--- src/rtl/karaoke_pkg.sv ---
// Shared audio-path constants and the I2S receiver state encoding.
package karaoke_pkg;

  localparam int unsigned PCM_W       = 16;
  localparam int unsigned I2S_WORD_W  = 24;
  localparam int unsigned I2S_SLOT_W  = 32;
  localparam int unsigned I2S_FRAME_W = 2 * I2S_SLOT_W;
  localparam int unsigned BIT_CNT_W   = $clog2(I2S_FRAME_W);

  typedef enum logic [1:0] {
    ST_WARMUP,
    ST_DELAY,
    ST_SHIFT,
    ST_HOLD
  } i2s_rx_state_e;

endpackage

--- src/rtl/i2s_clkgen.sv ---
// I2S bit-clock divider: toggles bclk every CLKDIV clk cycles and flags each
// edge with a one-clk strobe that is high during the first clk of the new level.
module i2s_clkgen #(
  parameter int unsigned CLKDIV = 8
) (
  input  logic clk,
  input  logic reset_n,
  input  logic en,
  output logic bclk,
  output logic rise,
  output logic fall
);

  localparam int unsigned DIV_W = $clog2(CLKDIV);

  logic [DIV_W-1:0] div_cnt;
  logic             tc_c;

  assign tc_c = (div_cnt == DIV_W'(CLKDIV - 1));

  always_ff @(posedge clk or negedge reset_n) begin
    if (!reset_n) begin
      div_cnt <= '0;
      bclk    <= 1'b0;
      rise    <= 1'b0;
      fall    <= 1'b0;
    end else if (!en) begin
      div_cnt <= '0;
      bclk    <= 1'b0;
      rise    <= 1'b0;
      fall    <= 1'b0;
    end else begin
      rise <= 1'b0;
      fall <= 1'b0;
      if (tc_c) begin
        div_cnt <= '0;
        bclk    <= ~bclk;
        rise    <= ~bclk;
        fall    <= bclk;
      end else begin
        div_cnt <= div_cnt + DIV_W'(1);
      end
    end
  end

endmodule

--- src/rtl/i2s_mic_rx.sv ---
// I2S microphone receiver: generates BCLK/LRCLK, captures the left 24-bit word,
// and presents its top 16 bits to a consumer with a valid/ack hand-off.
module i2s_mic_rx
  import karaoke_pkg::*;
#(
  parameter int unsigned CLKDIV        = 8,
  parameter int unsigned WARMUP_FRAMES = 4
) (
  input  logic             clk,
  input  logic             reset_n,
  input  logic             en,
  input  logic             i2s_sd,
  output logic             i2s_bclk,
  output logic             i2s_lrclk,
  output logic [PCM_W-1:0] pcm_out,
  output logic             audio_valid,
  input  logic             sample_ack,
  output logic             overrun
);

  // WARMUP_FRAMES of 0 behaves as 1: the first frame after start is always dropped.
  localparam int unsigned WARM_LAST = (WARMUP_FRAMES > 0) ? WARMUP_FRAMES - 1 : 0;
  localparam int unsigned WARM_W    = (WARM_LAST > 0) ? $clog2(WARM_LAST + 1) : 1;
  localparam int unsigned LAST_SLOT = I2S_FRAME_W - 1;
  localparam int unsigned CAP_SLOT  = I2S_WORD_W;

  i2s_rx_state_e         state, state_nxt;
  logic                  rise, fall;
  logic [BIT_CNT_W-1:0]  bit_cnt, bit_cnt_nxt;
  logic [I2S_WORD_W-1:0] shift_q, shift_nxt;
  logic [WARM_W-1:0]     warm_cnt;
  logic                  wrap_c, cap_slot_c, capture_c, warm_done_c;
  logic                  unused_bits_c;

  i2s_clkgen #(
    .CLKDIV(CLKDIV)
  ) u_clkgen (
    .clk     (clk),
    .reset_n (reset_n),
    .en      (en),
    .bclk    (i2s_bclk),
    .rise    (rise),
    .fall    (fall)
  );

  assign bit_cnt_nxt = fall ? bit_cnt + BIT_CNT_W'(1) : bit_cnt;
  assign wrap_c      = fall && (bit_cnt == BIT_CNT_W'(LAST_SLOT));
  assign cap_slot_c  = (bit_cnt == BIT_CNT_W'(CAP_SLOT));
  assign warm_done_c = (warm_cnt == WARM_W'(WARM_LAST));
  assign shift_nxt   = {shift_q[I2S_WORD_W-2:0], i2s_sd};
  assign capture_c   = en && rise && (state == ST_SHIFT) && cap_slot_c;

  // The word's low byte is truncated away and the MSB only ever shifts out.
  assign unused_bits_c = ^{shift_q[I2S_WORD_W-1], shift_nxt[I2S_WORD_W-PCM_W-1:0]};

  always_ff @(posedge clk or negedge reset_n) begin
    if (!reset_n) begin
      state <= ST_WARMUP;
    end else begin
      state <= state_nxt;
    end
  end

  always_comb begin
    state_nxt = state;
    if (!en) begin
      state_nxt = ST_WARMUP;
    end else begin
      case (state)
        ST_WARMUP: if (wrap_c && warm_done_c) state_nxt = ST_DELAY;
        ST_DELAY:  if (fall) state_nxt = ST_SHIFT;
        ST_SHIFT:  if (fall && cap_slot_c) state_nxt = ST_HOLD;
        ST_HOLD:   if (wrap_c) state_nxt = ST_DELAY;
        default:   state_nxt = ST_WARMUP;
      endcase
    end
  end

  // Frame position, word select and shifter; disabling discards the partial frame.
  always_ff @(posedge clk or negedge reset_n) begin
    if (!reset_n) begin
      bit_cnt   <= '0;
      i2s_lrclk <= 1'b0;
      shift_q   <= '0;
      warm_cnt  <= '0;
    end else if (!en) begin
      bit_cnt   <= '0;
      i2s_lrclk <= 1'b0;
      shift_q   <= '0;
      warm_cnt  <= '0;
    end else begin
      bit_cnt   <= bit_cnt_nxt;
      i2s_lrclk <= bit_cnt_nxt[BIT_CNT_W-1];
      if (rise && (state == ST_SHIFT)) begin
        shift_q <= shift_nxt;
      end
      if (wrap_c && (state == ST_WARMUP) && !warm_done_c) begin
        warm_cnt <= warm_cnt + WARM_W'(1);
      end
    end
  end

  // Consumer hand-off: a capture wins over an ack in the same clk.
  always_ff @(posedge clk or negedge reset_n) begin
    if (!reset_n) begin
      pcm_out     <= '0;
      audio_valid <= 1'b0;
      overrun     <= 1'b0;
    end else if (en) begin
      if (capture_c) begin
        pcm_out     <= shift_nxt[I2S_WORD_W-1 -: PCM_W];
        audio_valid <= 1'b1;
        if (audio_valid && !sample_ack) begin
          overrun <= 1'b1;
        end
      end else if (sample_ack) begin
        audio_valid <= 1'b0;
      end
    end
  end

endmodule
--- config.mk ---
export PLATFORM = sky130hd
export DESIGN_NAME = i2s_mic_rx
export DESIGN_NICKNAME = d
export VERILOG_FILES = /design/src/rtl/karaoke_pkg.sv /design/src/rtl/i2s_clkgen.sv /design/src/rtl/i2s_mic_rx.sv
export SDC_FILE = /design/constraint.sdc
export NUM_CORES = 1
export LEC_CHECK = 0
export ABC_AREA = 1
export BUFFER_PORTS_ARGS = -buffer_cell sky130_fd_sc_hd__buf_4
export CORE_ASPECT_RATIO = 2
export CORE_MARGIN = 2
export CORE_UTILIZATION = 35
export CTS_BUF_LIST = sky130_fd_sc_hd__clkbuf_4
export CTS_CLUSTER_DIAMETER = 50
export CTS_CLUSTER_SIZE = 12
export DETAILED_ROUTE_END_ITERATION = 6
export PLACE_DENSITY = 0.53
export SETUP_SLACK_MARGIN = 0.3
export SYNTH_ARGS = -nofsm -noshare
export SYNTH_HDL_FRONTEND = slang
export SYNTH_HIERARCHICAL = 1
export SYNTH_SLANG_ARGS = --single-unit
--- constraint.sdc ---
create_clock -name clk -period 3.8 [get_ports clk]
set_input_delay 0 -clock clk [delete_from_list [all_inputs] [get_ports clk]]
set_output_delay 0 -clock clk [all_outputs]
set_load 0.005 [all_outputs]
# [Yosys cells after proc, flatten, opt, wreduce, memory -nomap -nowiden]
# Cells that the tools add are included.
[totals] ram_bits=0 rom_bits=0 word_cells=73 in_bits=5 mem_count=0 regBits=58 latchBits=0 output_inout_bits=20
[classes] magnitude_cmp=0 n_reduce_logical=18 shift=0 mul=0 n_mux=23 n_eq_ne=15 bitwise_logic=1 div=0 addsub=3
[ops] operator="2-to-1 mux 23 bit" count=2
[ops] operator="2-to-1 mux 2 bit" count=7
[ops] operator="2-to-1 mux 6 bit" count=2
[ops] operator="logical AND 1 bit" count=10
[ops] operator="2-to-1 mux 1 bit" count=9
[ops] operator="inequality test 3 bit, second input constant" count=3
[ops] operator="inequality test 2 x 1 -> 1 bit, second input constant" count=4
[ops] operator="case mux 2 bit (4 select lines)" count=1
[ops] operator="adder 6 x 1 -> 6 bit, second input constant" count=1
[ops] operator="== test 2 bit, second input constant" count=3
[ops] operator="== test 6 x 5 -> 1 bit, second input constant" count=1
[ops] operator="== test 6 bit, second input constant" count=1
[ops] operator="2-to-1 mux 3 bit" count=2
[ops] operator="AND reduction 2 bit" count=2
[ops] operator="AND reduction 4 bit" count=1
[ops] operator="adder 3 x 1 -> 3 bit, second input constant" count=1
[ops] operator="== test 3 bit, second input constant" count=1
[ops] operator="inequality test 3 x 2 -> 1 bit, second input constant" count=1
[ops] operator="AND reduction 3 bit" count=1
[ops] operator="adder 2 x 1 -> 2 bit, second input constant" count=1
[ops] operator="== test 2 x 1 -> 1 bit, second input constant" count=1
[ops] operator="zero test 1 bit" count=2
[ops] operator="zero test 2 bit" count=1
[ops] operator="nonzero test 2 bit" count=1
[ops] operator="inverter 1 bit" count=1

# [Logic depth before layout (Yosys ltp)]
# Gate-level depths: netlist (run 1).
[logic_depth] word_depth=6 mapped_depth=10 ltp_nobuf=10

# [Hierarchy]
# Netlist (run 1), hierarchy kept.
[modules_own_cells] mod="i2s_mic_rx" instances=1 area_per_inst_um2=2202.1 cells_each=215
[modules_own_cells] mod="i2s_clkgen" instances=1 area_per_inst_um2=246.5 cells_each=21

# [Worst setup path before layout (run 1)]
# No wires, ideal clock.
[synth_path] path_type="register to register" from="register state[0]" to="register shift_q[10]" path_stages_with_launch=7 setup_slack_ns=2.433 t_required_ns=3.667 arrival_ns=1.235 synth_period_minus_slack_ns=1.367 path_buffers=1 setup_time_ns=0.133 cell_sequence="dfrtp_1 -> inv_1 -> ha_1 -> nand2_1 -> nand2_1 -> buf_1 -> o22ai_1"
[synth_between] elab_chain_len=3
[synth_lines] element="start: declaration" line="i2s_mic_rx.sv:27" text="i2s_rx_state_e state, state_nxt;"
[synth_lines] element="start signal: assignment" line="i2s_mic_rx.sv:60" text="state <= state_nxt;"
[synth_lines] element="== test 2 bit" line="i2s_mic_rx.sv:94" text="if (rise && (state == ST_SHIFT)) begin"
[synth_lines] element="logical AND 1 bit" line="i2s_mic_rx.sv:94"
[synth_lines] element="inequality test 2 x 1 -> 1 bit (no source line)"
[synth_lines] element="end signal: assignment" line="i2s_mic_rx.sv:95" text="shift_q <= shift_nxt;"
[synth_lines] element="end: declaration" line="i2s_mic_rx.sv:30" text="logic [I2S_WORD_W-1:0] shift_q, shift_nxt;"
# Every way passes these cells.
# A chain may end at the register's enable or synchronous reset.

# [Worst setup path after layout (run 1)]
[layout_path] from="register state[0]" to="register pcm_out[8]"
[layout_between] elab_chain_len=4
[layout_lines] element="== test 2 bit" line="i2s_mic_rx.sv:51" text="assign capture_c = en && rise && (state == ST_SHIFT) && cap_slot_c;"
[layout_lines] element="logical AND 1 bit (2 in series)" line="i2s_mic_rx.sv:51"
[layout_lines] element="AND reduction 2 bit (no source line)"
[layout_lines] element="end signal: assignment" line="i2s_mic_rx.sv:111" text="pcm_out <= shift_nxt[I2S_WORD_W-1 -: PCM_W];"
[layout_lines] element="end: declaration" line="i2s_mic_rx.sv:15" text="output logic [PCM_W-1:0] pcm_out,"
# Every way passes these cells.

==> metrics, run 1 <==
status complete, no violations; Setup TNS 0 ns; Worst-Margin Slew 0.7623 ns; Sequential cell area 1426 sq um; CP required a little over 4 ns; Peak VDD IR about 0.31 mV; Post-synth EDFFs 0; setup skew after layout around 0.016 ns; fin crit period 1.754 ns; final instance area 2899 sq um; Final ANT Viol Nets 0; first-pass GRT wire length 7341 microns; clk_lat worst skew 0.40 ns; GRT Total Usage about an eighth; P&R area growth vs syn 18.40%; Lkg Pwr 1.419 nW; 1st-pass router iterations 4; fin crit share between 40% and 50%; synth top area cells dfrtp_1 (58%), inv_1 (6.7%), nand2_1 (6.3%); Hold WC Path Type primary input to async pin; Reg clk slew, reported paths 0.09 ns; fillers 688; crit path DAT 2.02 ns; vias in the first global route 1,644; via count ~1,600; FF+latch count, synth 57; largest net degree at the start of global routing just under 60; DIE AREA 7722 sq um; initial antenna violation count 0; Worst setup EP type flip-flop; Max Clock Freq 570.2 MHz; Synth area leader dfrtp_1; H-tree depth 3; final WL 4123 microns; power per cell area slightly above 400 nW/um^2; Clk Tree Root Cell clkbuf_4; Synthesis Warnings 6; layout cells sized above 1 between 20% and 30%; Post-DP Area 2678 sq um; syn nets 252; Die X 63.15 microns; Remaining Overflow, GRT 0; number of max-cap violations 0; commonest cells in the netlist dfrtp_1 (57), inv_1 (44), nand2_1 (41), o22ai_1 (22), o21ai_2 (16); RSZ-0062 raised after global routing false; Slew Limit Fails 0; IO Pins 25; post-synth top area share 58.25%; placer congestion estimate 0.6988; core area 6833 sq um; Initial Util 35.84%; diode count 0; crit-path max FO 34; Num CTS Buffers 9; Final Setup Violations 0; Primary FF master, synth dfrtp_1; height of the die 122.3 microns; relative slew slack between 40% and 50%; Gate Count Post-Synth between 200 and 250; area of the multi-input gates 789.5 sq um; Clock Path Buffers 2; count leader, synth dfrtp_1; clk sinks 57; Worst Setup Start Kind flip-flop; CP Class flip-flop to flip-flop; Post-Syn Area about 2400 sq um; register area share after synthesis 58.25%; asr flop ratio synth 100.0%; DRT iter0 DRCs 71; Final Hold Vio Count 0; Via density 4.496; DR DRC count 0; Mapped Avg Cell Area 10.38 sq um; flop2flop setup slack 2.05 ns; Std-Cell Rows 43; port bufs 24; Avg WL per Cell 11.36 microns; CTS tree done; dpl hpwl 2612 microns; fin nets 284; Yosys cell types 24
## placed cells by master, fill, tap and decap left out, types with 2 or more instances in the layout
| cell | synthesis | layout |
|---|---|---|
| o21ai_2 | 16 | 16 |
| nor2_1 | 7 | 7 |
| dfrtp_1 | 57 | 57 |
| buf_4 | 0 | 24 |
| bufinv_16 | 0 | 3 |
| ha_1 | 11 | 11 |
| dlygate4sd3_1 | 0 | 4 |
| nand3_1 | 6 | 6 |
| o21ai_0 | 6 | 6 |
| o22ai_1 | 22 | 22 |
| nand2_1 | 41 | 41 |
| inv_1 | 44 | 44 |
| clkbuf_4 | 0 | 10 |
| a211oi_1 | 2 | 2 |
| a21oi_1 | 6 | 6 |
## layer usage
layer / up-vias / routed length (microns) / global-route usage (%)
met5: - / 0 / 0
li1: 825 / - / -
met1: 768 / 1948 / 15.26
met4: 0 / 72 / 5.972
met3: 8 / 176 / 4.125
met2: 31 / 1926 / 19.08
## where the power goes
| part | internal (mW) | switching (mW) |
|---|---|---|
| clock network | 0.337 | 0.219 |
| logic | 0.00853 | 0.0223 |
| registers | 0.609 | 0.00144 |
## registers in the layout (all words and copies together), names as in the netlist
| name | cells |
|---|---|
| audio_valid | 1 |
| u_clkgen/fall | 1 |
| shift_q | 23 |
| warm_cnt | 2 |
| state | 2 |
| u_clkgen/rise | 1 |
| u_clkgen/div_cnt | 3 |
| overrun | 1 |
| u_clkgen/bclk | 1 |
| bit_cnt | 6 |
| pcm_out | 16 |
## cells by family after synthesis
group	count (synthesis)	synth area share [%]
buffers and inverters	52	9.504
DFF	57	58.25
AOI/OAI and AO/OA	53	14.87
and+or+nand+nor	63	11.75
adders and majority gates	11	5.621
## layout make-up
type | count | share of cell area [%]
clock buffer | 10 | 2.590
clock inverter | 6 | 3.669
inverter | 45 | 5.827
multi-input combinational | 127 | 27.23
sequential | 57 | 49.20
tap | 90 | 3.884
timing repair buffer | 28 | 7.596
## final timing paths
kind / from / cells after the start / to
min: reset_n / 2 / bit_cnt[0]$_DFFE_PN0N_
min reg2reg: u_clkgen/div_cnt[0]$_DFF_PN0_ / 1 / u_clkgen/div_cnt[0]$_DFF_PN0_
max in group asynchronous: reset_n / 2 / shift_q[8]$_DFFE_PN0P_
max reg2reg: state[0]$_DFFE_PN0P_ / 7 / pcm_out[8]$_DFFE_PN0P_
max: state[0]$_DFFE_PN0P_ / 7 / pcm_out[8]$_DFFE_PN0P_
min in group clk: i2s_sd / 4 / shift_q[0]$_DFFE_PN0P_
## worst max-delay path: stages (launching register included)
cell     delay, ns
dfrtp_1       0.42
inv_1         0.11
ha_1          0.17
nand2_1       0.10
nor2_4        0.15
nand3_4       0.38
nand2_1       0.21
o21ai_2       0.07
## through the flow
| step | power, mW | setup WS (ns) | instances | util (%) | hold WS, ns |
|---|---|---|---|---|---|
| 2_1_floorplan | 0.6316 | 2.433 | 236 | - | -0.2956 |
| 3_3_place_gp | 0.6508 | 2.086 | 343 | 39.19 | 0.1001 |
| 3_5_place_dp | 0.6516 | 2.055 | 343 | 39.19 | 0.1122 |
| 4_1_cts | 1.217 | 2.020 | 363 | 42.43 | 0.2120 |
| 5_1_grt | 1.250 | 1.821 | 363 | 42.43 | 0.2585 |
| 6_report | 1.198 | 2.046 | 363 | 42.43 | 0.1924 |
## timing repair
item                                   4_1_cts  5_1_grt
endpoints found under the hold margin       73        0
gates resized for setup                      0        0
setup buffers                                0        0
hold buffers                                 4        0
Power figures use the tool's default switching activity.
==> run 2, diff against run 1 <==
Settings changed: PLACE_DENSITY 0.53 to 0.55.
Clock period 3.8 ns to 1.6 ns, I/O delays scaled along.
==> metrics, run 2 (synthesized netlist as in run 1, its figures left out) <==
Remaining Overflow, GRT 0 (unchanged); fin crit share 91.45% (+45 points); first-pass GRT wire length 7583 microns (+3.3%); crit path buf inv count 3 (+2); DRT iter0 DRCs 57 (-20%); crit-path max FO 5 (-85%); met3 wire length 144 microns (-18%); setup skew after layout 0.007333 ns (-0.008369 ns); final design utilization 47.41% (+5.0 points); final WL 4699 microns (+14%); vias in the first global route 1,641 (-0.18%); Worst setup EP type flip-flop; clk_lat worst skew 0.40 ns (about the same); IO Pins 25 (unchanged); H-tree depth 3 (unchanged); DR DRC count 0 (unchanged); Num CTS Buffers 9 (unchanged); CP Class flip-flop to flip-flop; Final ANT Viol Nets 0 (unchanged); largest delay contributor family on the critical path buffers and inverters; number of max-cap violations 0 (unchanged); commonest non-fill, non-tap cell in the layout dfrtp_1; Place WS 0.03990 ns (-2.015 ns); fin nets 302 (+6.3%); most frequent cells in the layout dfrtp_1 (56), inv_1 (37), buf_4 (32); cell breakdown of the critical path inv_2 -> ha_4 -> nand2_4 -> nor2_4 -> buf_6 -> nand3_4 -> clkbuf_16 -> nand2_2 -> o21ai_2; Lkg Pwr 1.529 nW (+7.7%); RSZ-0062 raised after global routing true; CTS tree done; clk sinks 57 (unchanged); Worst Setup Start Kind flip-flop; fin crit period 1.463 ns (-0.2904 ns); Reg2Reg Depth 9 (+2); GRT Total Usage 13.02% (+0.75 points); 1st-pass router iterations 4 (unchanged); Final Hold Vio Count 0 (unchanged); Avg WL per Cell 12.43 microns (+9.4%); CP required 1.89 ns (-2.17 ns); Initial Util 35.84% (unchanged); Peak VDD IR 0.4216 mV (+36%); DIE AREA 7722 sq um (unchanged); flop2flop setup slack 0.14 ns (-1.91 ns); Slew Limit Fails 0 (unchanged); Clock Path Buffers 2 (unchanged); Top reg by flops shift_q; layout cells sized above 1 43.06% (+20 points); relative slew slack 52.91% (+3.9 points); Clk Tree Root Cell clkbuf_4; DRT met1 WL 2003 microns (+2.8%); core area 6833 sq um (unchanged); Setup TNS 0 ns (unchanged); setup ws final 0.1368 ns (-1.910 ns); dpl hpwl 2706 microns (+3.6%); diode count 0 (unchanged); Final Setup Violations 0 (unchanged); placer congestion estimate 0.6931 (-0.82%); Std-Cell Rows 43 (unchanged); port bufs 24 (unchanged); max reg flops 23 (unchanged); worst hold slack 0.1819 ns (-0.01052 ns); metal2 WL 2405 microns (+25%); power per cell area 706.7 nW/um^2 (+71%); Worst-Margin Slew 0.7064 ns (-0.05594 ns); Hold WC Path Type primary input to async pin; DR top layer met4; Reg clk slew, reported paths 0.08 ns (about the same); Die X 63.15 microns (unchanged); height of the die 122.3 microns (unchanged); FF-to-FF Start bit_cnt[0]$_DFFE_PN0N_; slowest stage delay, CP 0.40 ns (-0.02 ns); via count 1,756 (+7.6%); R2R Path End pcm_out[3]$_DFFE_PN0P_; initial antenna violation count 0 (unchanged); status complete, no violations; Max Clock Freq 683.4 MHz (+20%); P&R area growth vs syn 32.29%; crit path DAT 1.76 ns (-0.26 ns); Slowest-stage cell, CP dfrtp_1; Via density 4.646 (+3.3%); largest net degree at the start of global routing 58 (unchanged); Largest regs shift_q x23, pcm_out x16, bit_cnt x6; fillers 650 (-5.5%)
run 2: changes by cell type in the layout (fill, tap and decap cells not counted), moves of 4 or more:
cell	delta
inv_2	+6
nand2_2	+14
o22ai_2	+13
o22ai_1	-13
buf_4	+8
ha_1	-4
nand2_4	+5
nand2_1	-19
inv_1	-7
run 2: final cells by class:
cell class                      count  area (sq um)  share of cell area (%)
Tap cell                           90         112.6                   3.476
Clock buffer                       10         75.07                   2.317
Timing Repair inverter              3         22.52                  0.6952
Sequential cell                    57          1428                   44.07
Timing Repair Buffer               43         416.7                   12.86
Inverter                           45         172.7                   5.330
Clock inverter                      3         11.26                  0.3476
Multi-Input combinational cell    127          1001                   30.90
run 2: power by group:
part           internal [mW]  total (mW)  switching, mW
Sequential              1.45        1.45        0.00332
Clock                  0.296       0.759          0.463
Combinational         0.0242      0.0813         0.0571
run 2: worst max path at each step:
stage,start,end,slack [ns],cells past startpoint
3_3_place_gp,state[0]$_DFFE_PN0P_,shift_q[15]$_DFFE_PN0P_,0.09,6
4_1_cts,state[1]$_DFFE_PN0P_,state[0]$_DFFE_PN0P_,0.20,7
3_5_place_dp,state[0]$_DFFE_PN0P_,shift_q[14]$_DFFE_PN0P_,0.04,6
5_1_grt,bit_cnt[0]$_DFFE_PN0N_,pcm_out[4]$_DFFE_PN0P_,0.06,9
2_1_floorplan,state[0]$_DFFE_PN0P_,pcm_out[14]$_DFFE_PN0P_,0.27,8
6_report,bit_cnt[0]$_DFFE_PN0N_,pcm_out[3]$_DFFE_PN0P_,0.14,9
run 2: worst register-to-register path, stage by stage (launching register included):
cell	delay (ns)
dfrtp_1	0.40
inv_2	0.09
ha_4	0.14
nand2_4	0.04
nor2_4	0.12
buf_6	0.12
nand3_4	0.14
clkbuf_16	0.22
nand2_2	0.06
o21ai_2	0.05
run 2: metrics by stage:
stage	cells	instance area, sq um	power [mW]
after floorplan	236	2510	1.501
after CTS	374	3039	2.331
after global routing	378	3239	2.404
after global placement	346	2755	1.547
after detailed placement	346	2755	1.548
final	378	3239	2.289
run 2: metal layers:
metal  vias up  GRT usage [%]
li1        859              -
met1       855          14.96
met2        29          20.88
met3        13          3.208
met4         0          9.583
met5         -              0
run 2: what timing repair did:
item | 4_1_cts | 5_1_grt
setup endpoints to repair | 43 | 46
endpoints found under the hold margin | 73 | 0
buffers inserted | 8 | 2
resized for setup | 21 | 31
gates cloned | 3 | 2
pin swaps | 7 | 5
hold buffers | 4 | 0
==> run 3, diff against run 2 <==
Settings changed: CTS_BUF_LIST sky130_fd_sc_hd__clkbuf_4 to unset.
==> metrics, run 3 (synthesized netlist as in run 1, its figures left out) <==
DRT iter0 DRCs 68 (+19%); CP Class flip-flop to flip-flop; placer congestion estimate 0.6931 (unchanged); slowest stage delay, CP 0.43 ns (+0.03 ns); clock share of power 52.7% (+20 points); Inst Count DP 346 (unchanged); Non-Filler Instances 375 (-0.79%); fin crit period 1.430 ns (-0.03289 ns); Peak VDD IR 0.7713 mV (+83%); Slew Limit Fails 0 (unchanged); clk_lat worst skew 0.32 ns (-0.08 ns); power per cell area 974.9 nW/um^2 (+38%); Remaining Overflow, GRT 0 (unchanged); status complete, no violations; Via density 4.605 (-0.86%); Initial Util 35.84% (unchanged); Final Setup Violations 0 (unchanged); RSZ-0062 raised after global routing true; Worst setup EP type flip-flop; Largest regs shift_q x23, pcm_out x16, bit_cnt x6; switching pwr 0.6364 mW (+22%); CP required 1.84 ns (-0.05 ns); Setup TNS 0 ns (unchanged); Lkg Pwr 1.575 nW (+3.0%); fin nets 299 (-0.99%); Worst-Margin Slew 0.7056 ns (-0.0007968 ns); core area 6833 sq um (unchanged); diode count 0 (unchanged); setup skew after layout 0.003487 ns (-0.003846 ns); crit-path max FO 3 (-2); Hold WC Path Type primary input to async pin; vias in the first global route 1,660 (+1.2%); Num CTS Buffers 9 (unchanged); FF-to-FF Start state[1]$_DFFE_PN0P_; commonest non-fill, non-tap cell in the layout dfrtp_1; number of max-cap violations 0 (unchanged); Reg clk slew, reported paths 0.05 ns (-0.03 ns); layout cells sized above 1 41.40% (-1.7 points); height of the die 122.3 microns (unchanged); Max Clock Freq 699.1 MHz (+2.3%); initial antenna violation count 0 (unchanged); H-tree depth 3 (unchanged); clk sinks 57 (unchanged); Switching Fraction 19.55% (-3.3 points); first-pass GRT wire length 7721 microns (+1.8%); Clk Tree Root Cell clkbuf_16; flop2flop setup slack 0.17 ns (+0.03 ns); Flop pwr share 44.7% (-19 points); CTS tree done; port bufs 24 (unchanged); DR DRC count 0 (unchanged); largest net degree at the start of global routing 58 (unchanged); Final ANT Viol Nets 0 (unchanged); dpl hpwl 2706 microns (unchanged); P&R area growth vs syn 36.38%; Std-Cell Rows 43 (unchanged); Avg WL per Cell 12.09 microns (-2.7%); Comb pwr share 2.6% (-0.9 points); setup ws final 0.1697 ns (+0.03289 ns); cell breakdown of the critical path ha_1 -> or2_2 -> nand2_2 -> nand3_2 -> and2_0 -> nor2_1; DIE AREA 7722 sq um (unchanged); 1st-pass router iterations 6 (+2); GRT Total Usage 13.17% (+0.15 points); Die X 63.15 microns (unchanged); Place WS 0.03990 ns (unchanged); Worst Setup Start Kind flip-flop; Slowest-stage cell, CP dfrtp_2; relative slew slack 52.96% (+0.053 points); fin crit share 89.40% (-2.1 points); IO Pins 25 (unchanged); Int Power 2.619 mW (+48%); R2R Path End state[0]$_DFFE_PN0P_; final WL 4534 microns (-3.5%); Reg2Reg Depth 6 (-3); Top reg by flops shift_q; max reg flops 23 (unchanged); Clock Path Buffers 2 (unchanged); most frequent cells in the layout dfrtp_1 (56), inv_1 (38), buf_4 (32); via count 1,727 (-1.7%); crit path DAT 1.67 ns (-0.09 ns); Final Hold Vio Count 0 (unchanged)
## run 3: changes by cell type in the layout (fill, tap and decap cells not counted), moves of 3 or more
cell / previous run / this run
clkbuf_4: 10 / 0
nand2_1: 22 / 27
clkbuf_16: 2 / 9
clkinv_1: 3 / 0
nand2_4: 5 / 2
clkbuf_8: 0 / 3
## run 3: layout make-up
cell class / instances / area (sq um)
clock buffers: 13 / 270.3
repair inverters: 3 / 22.52
inverters: 45 / 172.7
repair buffers: 40 / 360.3
multi-input cells: 127 / 973.4
flip-flops and latches: 57 / 1428
fillers: 636 / 3493
well taps: 90 / 112.6
## run 3: routing by layer
metal  track usage (%)  up-vias  part of all wire (%)
met5                 0        -                     0
met1             15.38      834                    44
met3             5.133        6                   4.1
met2             20.94       28                    50
li1                  -      859                     -
met4             6.667        0                   1.9
## run 3: repair_timing
item                                    CTS  global route
cloned                                    3             0
gates resized for setup                  23            20
pin swaps                                 6             6
buffers inserted                          8             1
hold buffers                              4             0
endpoints found under the setup margin   42            46
endpoints found under the hold margin    64             0
## run 3: worst max-delay path by stage
stage	startpoint	end	slack, ns
6_report	state[1]$_DFFE_PN0P_	state[0]$_DFFE_PN0P_	0.17
5_1_grt	bit_cnt[1]$_DFFE_PN0N_	pcm_out[0]$_DFFE_PN0P_	0.11
4_1_cts	state[0]$_DFFE_PN0P_	shift_q[20]$_DFFE_PN0P_	0.20
3_5_place_dp	state[0]$_DFFE_PN0P_	shift_q[14]$_DFFE_PN0P_	0.04
3_3_place_gp	state[0]$_DFFE_PN0P_	shift_q[15]$_DFFE_PN0P_	0.09
2_1_floorplan	state[0]$_DFFE_PN0P_	pcm_out[14]$_DFFE_PN0P_	0.27
## run 3: per-stage QoR
step / hold WS [ns] / utilization [%] / instance area (sq um) / power, mW
after floorplan: -0.2956 / - / 2510 / 1.501
after global placement: 0.09820 / 40.32 / 2755 / 1.547
after detailed placement: 0.1015 / 40.32 / 2755 / 1.548
after CTS: 0.3057 / 47.26 / 3229 / 3.285
after global routing: 0.3530 / 48.87 / 3339 / 3.384
final: 0.2625 / 48.87 / 3339 / 3.256
## run 3: critical path: cells and delay by family, from the launching register on
family,cells,cell delay [ns]
adders and majority gates,1,0.19
DFF,1,0.43
and+or+nand+nor,5,0.73
## run 3: power groups by stage
| stage | registers (mW) | logic (mW) | clock network [mW] |
|---|---|---|---|
| floorplan | 1.48 | 0.0232 | 0 |
| global placement | 1.48 | 0.0697 | 0 |
| detailed placement | 1.48 | 0.0706 | 0 |
| CTS | 1.46 | 0.0796 | 1.75 |
| global route | 1.45 | 0.0965 | 1.83 |
| finish | 1.46 | 0.0838 | 1.72 |
